==> src/rtl/green_dir_select.sv <==
// green_dir_select: picks the flatter-direction green estimate
// using windowed gradient sums, with a two-stage valid/ready pipe.
module green_dir_select #(
    parameter int pixelBitWidth = 14,
    parameter int WIN           = 4,
    parameter int TIE_MARGIN    = 0
) (
    input  logic                     clk,
    input  logic                     rst,
    input  logic                     in_valid,
    output logic                     in_ready,
    input  logic                     sol,
    input  logic [pixelBitWidth-1:0] green_h,
    input  logic [pixelBitWidth-1:0] green_v,
    input  logic [pixelBitWidth-2:0] grad_h,
    input  logic [pixelBitWidth-2:0] grad_v,
    output logic                     out_valid,
    input  logic                     out_ready,
    output logic [pixelBitWidth-1:0] green_out,
    output logic [1:0]               dir_out
);

    localparam int GW = pixelBitWidth - 1;
    localparam int LW = $clog2(WIN);
    localparam int SW = GW + LW;
    localparam int CW = $clog2(WIN + 1);
    localparam int PW = pixelBitWidth;
    localparam logic [SW:0]   MARGIN = (SW+1)'(TIE_MARGIN);
    localparam logic [CW-1:0] FULL   = CW'(WIN);

    logic          stall;
    logic          accept;
    logic [GW-1:0] hist_h [WIN];
    logic [GW-1:0] hist_v [WIN];
    logic [CW-1:0] count;
    logic [SW-1:0] sum_h;
    logic [SW-1:0] sum_v;
    logic          s1_valid;
    logic [PW-1:0] s1_gh;
    logic [PW-1:0] s1_gv;

    logic [GW-1:0] old_h;
    logic [GW-1:0] old_v;
    logic [SW:0]   nxt_h;
    logic [SW:0]   nxt_v;

    logic [SW:0]   cmp_h;
    logic [SW:0]   cmp_v;
    logic [PW:0]   avg_sum;
    logic [PW-1:0] nxt_green;
    logic [1:0]    nxt_dir;

    assign stall    = out_valid & ~out_ready;
    assign in_ready = ~stall;
    assign accept   = in_valid & in_ready;

    // Sample leaving the window and the updated running sums
    always_comb begin
        old_h = '0;
        old_v = '0;
        nxt_h = '0;
        nxt_v = '0;
        if (!sol && count == FULL) begin
            old_h = hist_h[WIN-1];
            old_v = hist_v[WIN-1];
        end
        if (sol) begin
            nxt_h = (SW+1)'(grad_h);
            nxt_v = (SW+1)'(grad_v);
        end else begin
            nxt_h = {1'b0, sum_h} + (SW+1)'(grad_h) - (SW+1)'(old_h);
            nxt_v = {1'b0, sum_v} + (SW+1)'(grad_v) - (SW+1)'(old_v);
        end
    end

    // Stage 1: window history, fill count and sums on accepted beats
    always_ff @(posedge clk) begin
        if (rst) begin
            sum_h    <= '0;
            sum_v    <= '0;
            count    <= '0;
            s1_valid <= 1'b0;
            s1_gh    <= '0;
            s1_gv    <= '0;
            for (int i = 0; i < WIN; i++) begin
                hist_h[i] <= '0;
                hist_v[i] <= '0;
            end
        end else if (!stall) begin
            s1_valid <= accept;
            if (accept) begin
                s1_gh     <= green_h;
                s1_gv     <= green_v;
                sum_h     <= nxt_h[SW-1:0];
                sum_v     <= nxt_v[SW-1:0];
                hist_h[0] <= grad_h;
                hist_v[0] <= grad_v;
                for (int i = 1; i < WIN; i++) begin
                    hist_h[i] <= sol ? '0 : hist_h[i-1];
                    hist_v[i] <= sol ? '0 : hist_v[i-1];
                end
                if (sol)
                    count <= CW'(1);
                else if (count != FULL)
                    count <= count + CW'(1);
            end
        end
    end

    // Direction decision from the registered sums
    always_comb begin
        cmp_h     = {1'b0, sum_h} + MARGIN;
        cmp_v     = {1'b0, sum_v} + MARGIN;
        avg_sum   = {1'b0, s1_gh} + {1'b0, s1_gv};
        nxt_green = avg_sum[PW:1];
        nxt_dir   = 2'b10;
        if (cmp_h < {1'b0, sum_v}) begin
            nxt_green = s1_gh;
            nxt_dir   = 2'b00;
        end else if (cmp_v < {1'b0, sum_h}) begin
            nxt_green = s1_gv;
            nxt_dir   = 2'b01;
        end
    end

    // Stage 2: output register, held while downstream stalls
    always_ff @(posedge clk) begin
        if (rst) begin
            out_valid <= 1'b0;
            green_out <= '0;
            dir_out   <= 2'b00;
        end else if (!stall) begin
            out_valid <= s1_valid;
            if (s1_valid) begin
                green_out <= nxt_green;
                dir_out   <= nxt_dir;
            end
        end
    end

endmodule
==> config.mk <==
export PLATFORM = sky130hd
export DESIGN_NAME = green_dir_select
export DESIGN_NICKNAME = d
export VERILOG_FILES = /design/src/rtl/green_dir_select.sv
export SDC_FILE = /design/constraint.sdc
export NUM_CORES = 1
export LEC_CHECK = 0
export CAP_MARGIN = 20
export CORE_UTILIZATION = 57
export CTS_BUF_LIST = sky130_fd_sc_hd__clkbuf_16
export DETAILED_ROUTE_END_ITERATION = 8
export DONT_BUFFER_PORTS = 1
export PLACE_DENSITY = 0.72
export SLEW_MARGIN = 40
export SYNTH_ARGS = -nofsm -noshare
export SYNTH_HDL_FRONTEND = slang
export SYNTH_SLANG_ARGS = --single-unit
==> constraint.sdc <==
create_clock -name clk -period 10.9 [get_ports clk]
set_input_delay 1.635 -clock clk [delete_from_list [all_inputs] [get_ports clk]]
set_output_delay 1.635 -clock clk [all_outputs]
set_load 0.01 [all_outputs]
==> key figures <==
Die
  • Die Ht: between 100 and 150 µm
  • Core area: 17,500 µm²
  • Die footprint: 18,600 µm²
  • Die X: 136 µm
  • Ports: between 70 and 80
  • Row cnt: 48
  • Initial core utilization: 0.588

Setup path
  • Reg2reg path depth: 14
  • FF-to-FF End: sum_v[12]$_SDFFE_PP0P_
  • WS Path Type: primary input to flip-flop
  • Critical Path Start: sol
  • CP Max Fanout: 51
  • CP arrival: about 4.6 ns
  • Critical Path End: sum_v[12]$_SDFFE_PP0P_
  • Critical Path RT: about 11 ns
  • Worst setup SP type: primary input
  • Crit end category: flip-flop
  • Reg2Reg Launch Point: count[0]$_SDFFE_PP0P_
  • R2r setup slk: around 7.3 ns

Logic synthesis
  • Number of synthesized register bits: 183
  • EDFF count, synth: about 100
  • Mean Syn Cell Area: between 9 and 10 µm²
  • Async set-reset flop share out of synthesis: 0
  • Unique masters post-synth: between 50 and 60
  • Top cells by count, synth: inv_1, nand2_1, and2_1
  • Synth Instances: approximately 1,100
  • Synth area leader: edfxtp_1
  • Largest cells by area after synthesis: edfxtp_1, dfxtp_1, ha_1, and2_1, fa_1
  • Net count after synthesis: between 1,000 and 1,500
  • Register area share after synthesis: 0.458
  • Leading cell type by number of instances after synthesis: inv_1
  • Mapped Area: between 10,000 and 15,000 µm²
  • Main synth FF type: edfxtp_1
  • Synthesis Warnings: 0
  • Top cell type's share of synthesized area: 0.304

Final layout
  • Final #Nets: 1,185
  • Share of cells above drive strength 1: 0.0523
  • Diode count: 0
  • # fillers: approximately 1,400
  • Layout area overhead: 6.81%
  • Final Non-Filler Cells: ~1,300

Clocking
  • CTS Sinks: between 150 and 200
  • Clk slew on worst S/H paths: roughly 0.070 ns
  • Root buf cell: clkbuf_16
  • CTS tree: built
  • Post-CTS setup buffer count: 0
  • Htree depth: 4
  • Post-CTS Resized: 0
  • CTS Buf Count: 17
  • Clock latency reported for the late side of the worst-skew pair: between 0.4 and 0.5 ns
  • CTS Buffer Depth: 2
  • Hold_buf cts: 0

Power
  • Gate power share: 0.219
  • Flop pwr share: 0.451
  • Cell Pwr Density: approximately 160 nW/µm²
  • Int Pwr: ~1.2 mW
  • Leakage power: around 4.6 nW
  • Clock group share of total power: 0.329
  • Total net switching power: about 0.55 mW
  • Peak VDD IR: 0.140 mV
  • Net Sw Frac: 0.307

Route
  • Pre-Repair DR Iteration Count: 5
  • Via density: around 5.5
  • DR WL/cell: 16.2 µm
  • Via count: 7,085
  • Iter 0 DRT Violations: between 400 and 500
  • Final WL: 20,600 µm
  • DRC: 0
  • Post-route ant nets: 0

Timing
  • Final slew viol count: 0
  • Fin crit share: 0.385
  • RSZ-0062 raised after global routing: false
  • Slew @ Worst Pin: 0.817 ns
  • Final setup vio count: 0
  • Relative slew slack: 0.456
  • Clk_skew: 0.0114 ns
  • Min Clock Period, post-route: ~4.2 ns
  • Setup TNS: 0 ns
  • FMAX: around 240 MHz
  • Final Hold Violating Endpoints: 0

Global route
  • First-pass GRT wire length: about 35,000 µm
  • Total track usage: 0.241
  • Vias in the first global route: 6,972
  • Antenna violations before repair: 0
  • Largest net degree at the start of global routing: between 100 and 150
  • Total global routing overflow: 0

Placed design
  • Post-DP HPWL: between 10,000 and 15,000 µm
  • GP Congestion: between 0.8 and 0.9
  • PortBufs: 0
  • Dpl cells: around 1,200

Worst hold path
  • Hold Path Depth: 2
  • Min-Delay Path Class: flip-flop to flip-flop

Run
  • Max Cap Violations: 0

Status
  • Status: finished, final reports clean
-- cell type report --
class / count / area (µm²) / area share
clock buffer: 17 / 425 / 0.0387
clock inverter: 15 / 135 / 0.0123
multi-input combinational: 715 / 4950 / 0.450
timing repair buffer: 7 / 56.3 / 0.00513
inverter: 115 / 434 / 0.0395
tap: 225 / 282 / 0.0256
sequential: 183 / 4700 / 0.428
-- cell families (layout without fill, tap and decap cells) --
logic type	Yosys count	after routing	share of synthesized area
AO/OA/AOI/OAI	223	223	0.138
XOR/XNOR	34	34	0.0290
adder cells (fa/ha/maj)	87	87	0.126
buffers and inverters	168	154	0.0630
flip-flops	183	183	0.458
multiplexers	10	10	0.00974
AND/OR/NAND/NOR	361	361	0.178
-- metrics by stage --
stage | instance area [µm²] | hold WS, ns | util | power, mW | setup WS, ns
detailed placement | 10400 | 0.439 | 0.596 | 1.22 | 6.25
CTS | 11000 | 0.449 | 0.628 | 1.80 | 6.69
global placement | 10400 | 0.434 | 0.596 | 1.21 | 6.33
global route | 11000 | 0.482 | 0.628 | 1.90 | 6.55
finish | 11000 | 0.452 | 0.628 | 1.79 | 6.70
floorplan | 10300 | 0.432 | - | 1.15 | 6.14
-- per-layer routing --
| metal | GRT usage | vias to the layer above | wire [µm] | part of all wire |
|---|---|---|---|---|
| met1 | 0.323 | 3362 | 9670 | 0.47 |
| met3 | 0.0559 | 14 | 948 | 0.046 |
| met2 | 0.394 | 125 | 9800 | 0.48 |
| li1 | - | 3584 | - | - |
| met4 | 0.0556 | 0 | 211 | 0.010 |
| met5 | 0 | - | 0 | 0 |
-- placed cells by master (no fill, tap or decap), types with 27 or more instances in the layout --
| cell | n |
|---|---|
| a21oi_1 | 97 |
| ha_1 | 60 |
| nor3_1 | 30 |
| a211oi_1 | 28 |
| and2_1 | 107 |
| fa_1 | 27 |
| nand2_1 | 112 |
| edfxtp_1 | 104 |
| o21ai_0 | 27 |
| nor2_1 | 54 |
| inv_1 | 114 |
| dfxtp_1 | 79 |
-- worst max-delay path: stages --
cell and delay, ns:
nor3b_2 0.15, buf_4 0.31, and2_1 0.20, fa_1 0.46
fa_1 0.46, nand2b_1 0.17, a21oi_1 0.20, o2111ai_1 0.20
a21o_1 0.23, a311o_1 0.32, a211oi_2 0.20
-- sequential cells by signal, indices dropped and copies added, names as in the netlist --
signal,cells
hist_h,52
hist_v,52
sum_h,15
sum_v,15
green_out,14
s1_gh,14
s1_gv,14
count,3
dir_out,2
out_valid,1
s1_valid,1
-- worst min-delay path by stage --
| stage | from | end | slack, ns |
|---|---|---|---|
| finish | sum_h[1]$_SDFFE_PP0P_ | sum_h[1]$_SDFFE_PP0P_ | 0.45 |
| global route | sum_h[1]$_SDFFE_PP0P_ | sum_h[1]$_SDFFE_PP0P_ | 0.48 |
| CTS | sum_h[1]$_SDFFE_PP0P_ | sum_h[1]$_SDFFE_PP0P_ | 0.45 |
| detailed placement | sum_h[1]$_SDFFE_PP0P_ | sum_h[1]$_SDFFE_PP0P_ | 0.44 |
| global placement | sum_h[1]$_SDFFE_PP0P_ | sum_h[1]$_SDFFE_PP0P_ | 0.43 |
| floorplan | sum_h[1]$_SDFFE_PP0P_ | sum_h[1]$_SDFFE_PP0P_ | 0.43 |
-- power by group through the flow --
| stage | Clock [mW] | Combinational [mW] | Sequential (mW) |
|---|---|---|---|
| after floorplan | 0 | 0.332 | 0.816 |
| after global placement | 0 | 0.382 | 0.824 |
| final | 0.591 | 0.394 | 0.809 |
| after detailed placement | 0 | 0.392 | 0.825 |
| after CTS | 0.599 | 0.395 | 0.810 |
| after global routing | 0.630 | 0.452 | 0.815 |
Note: power is estimated with default switching activity, not from simulation.
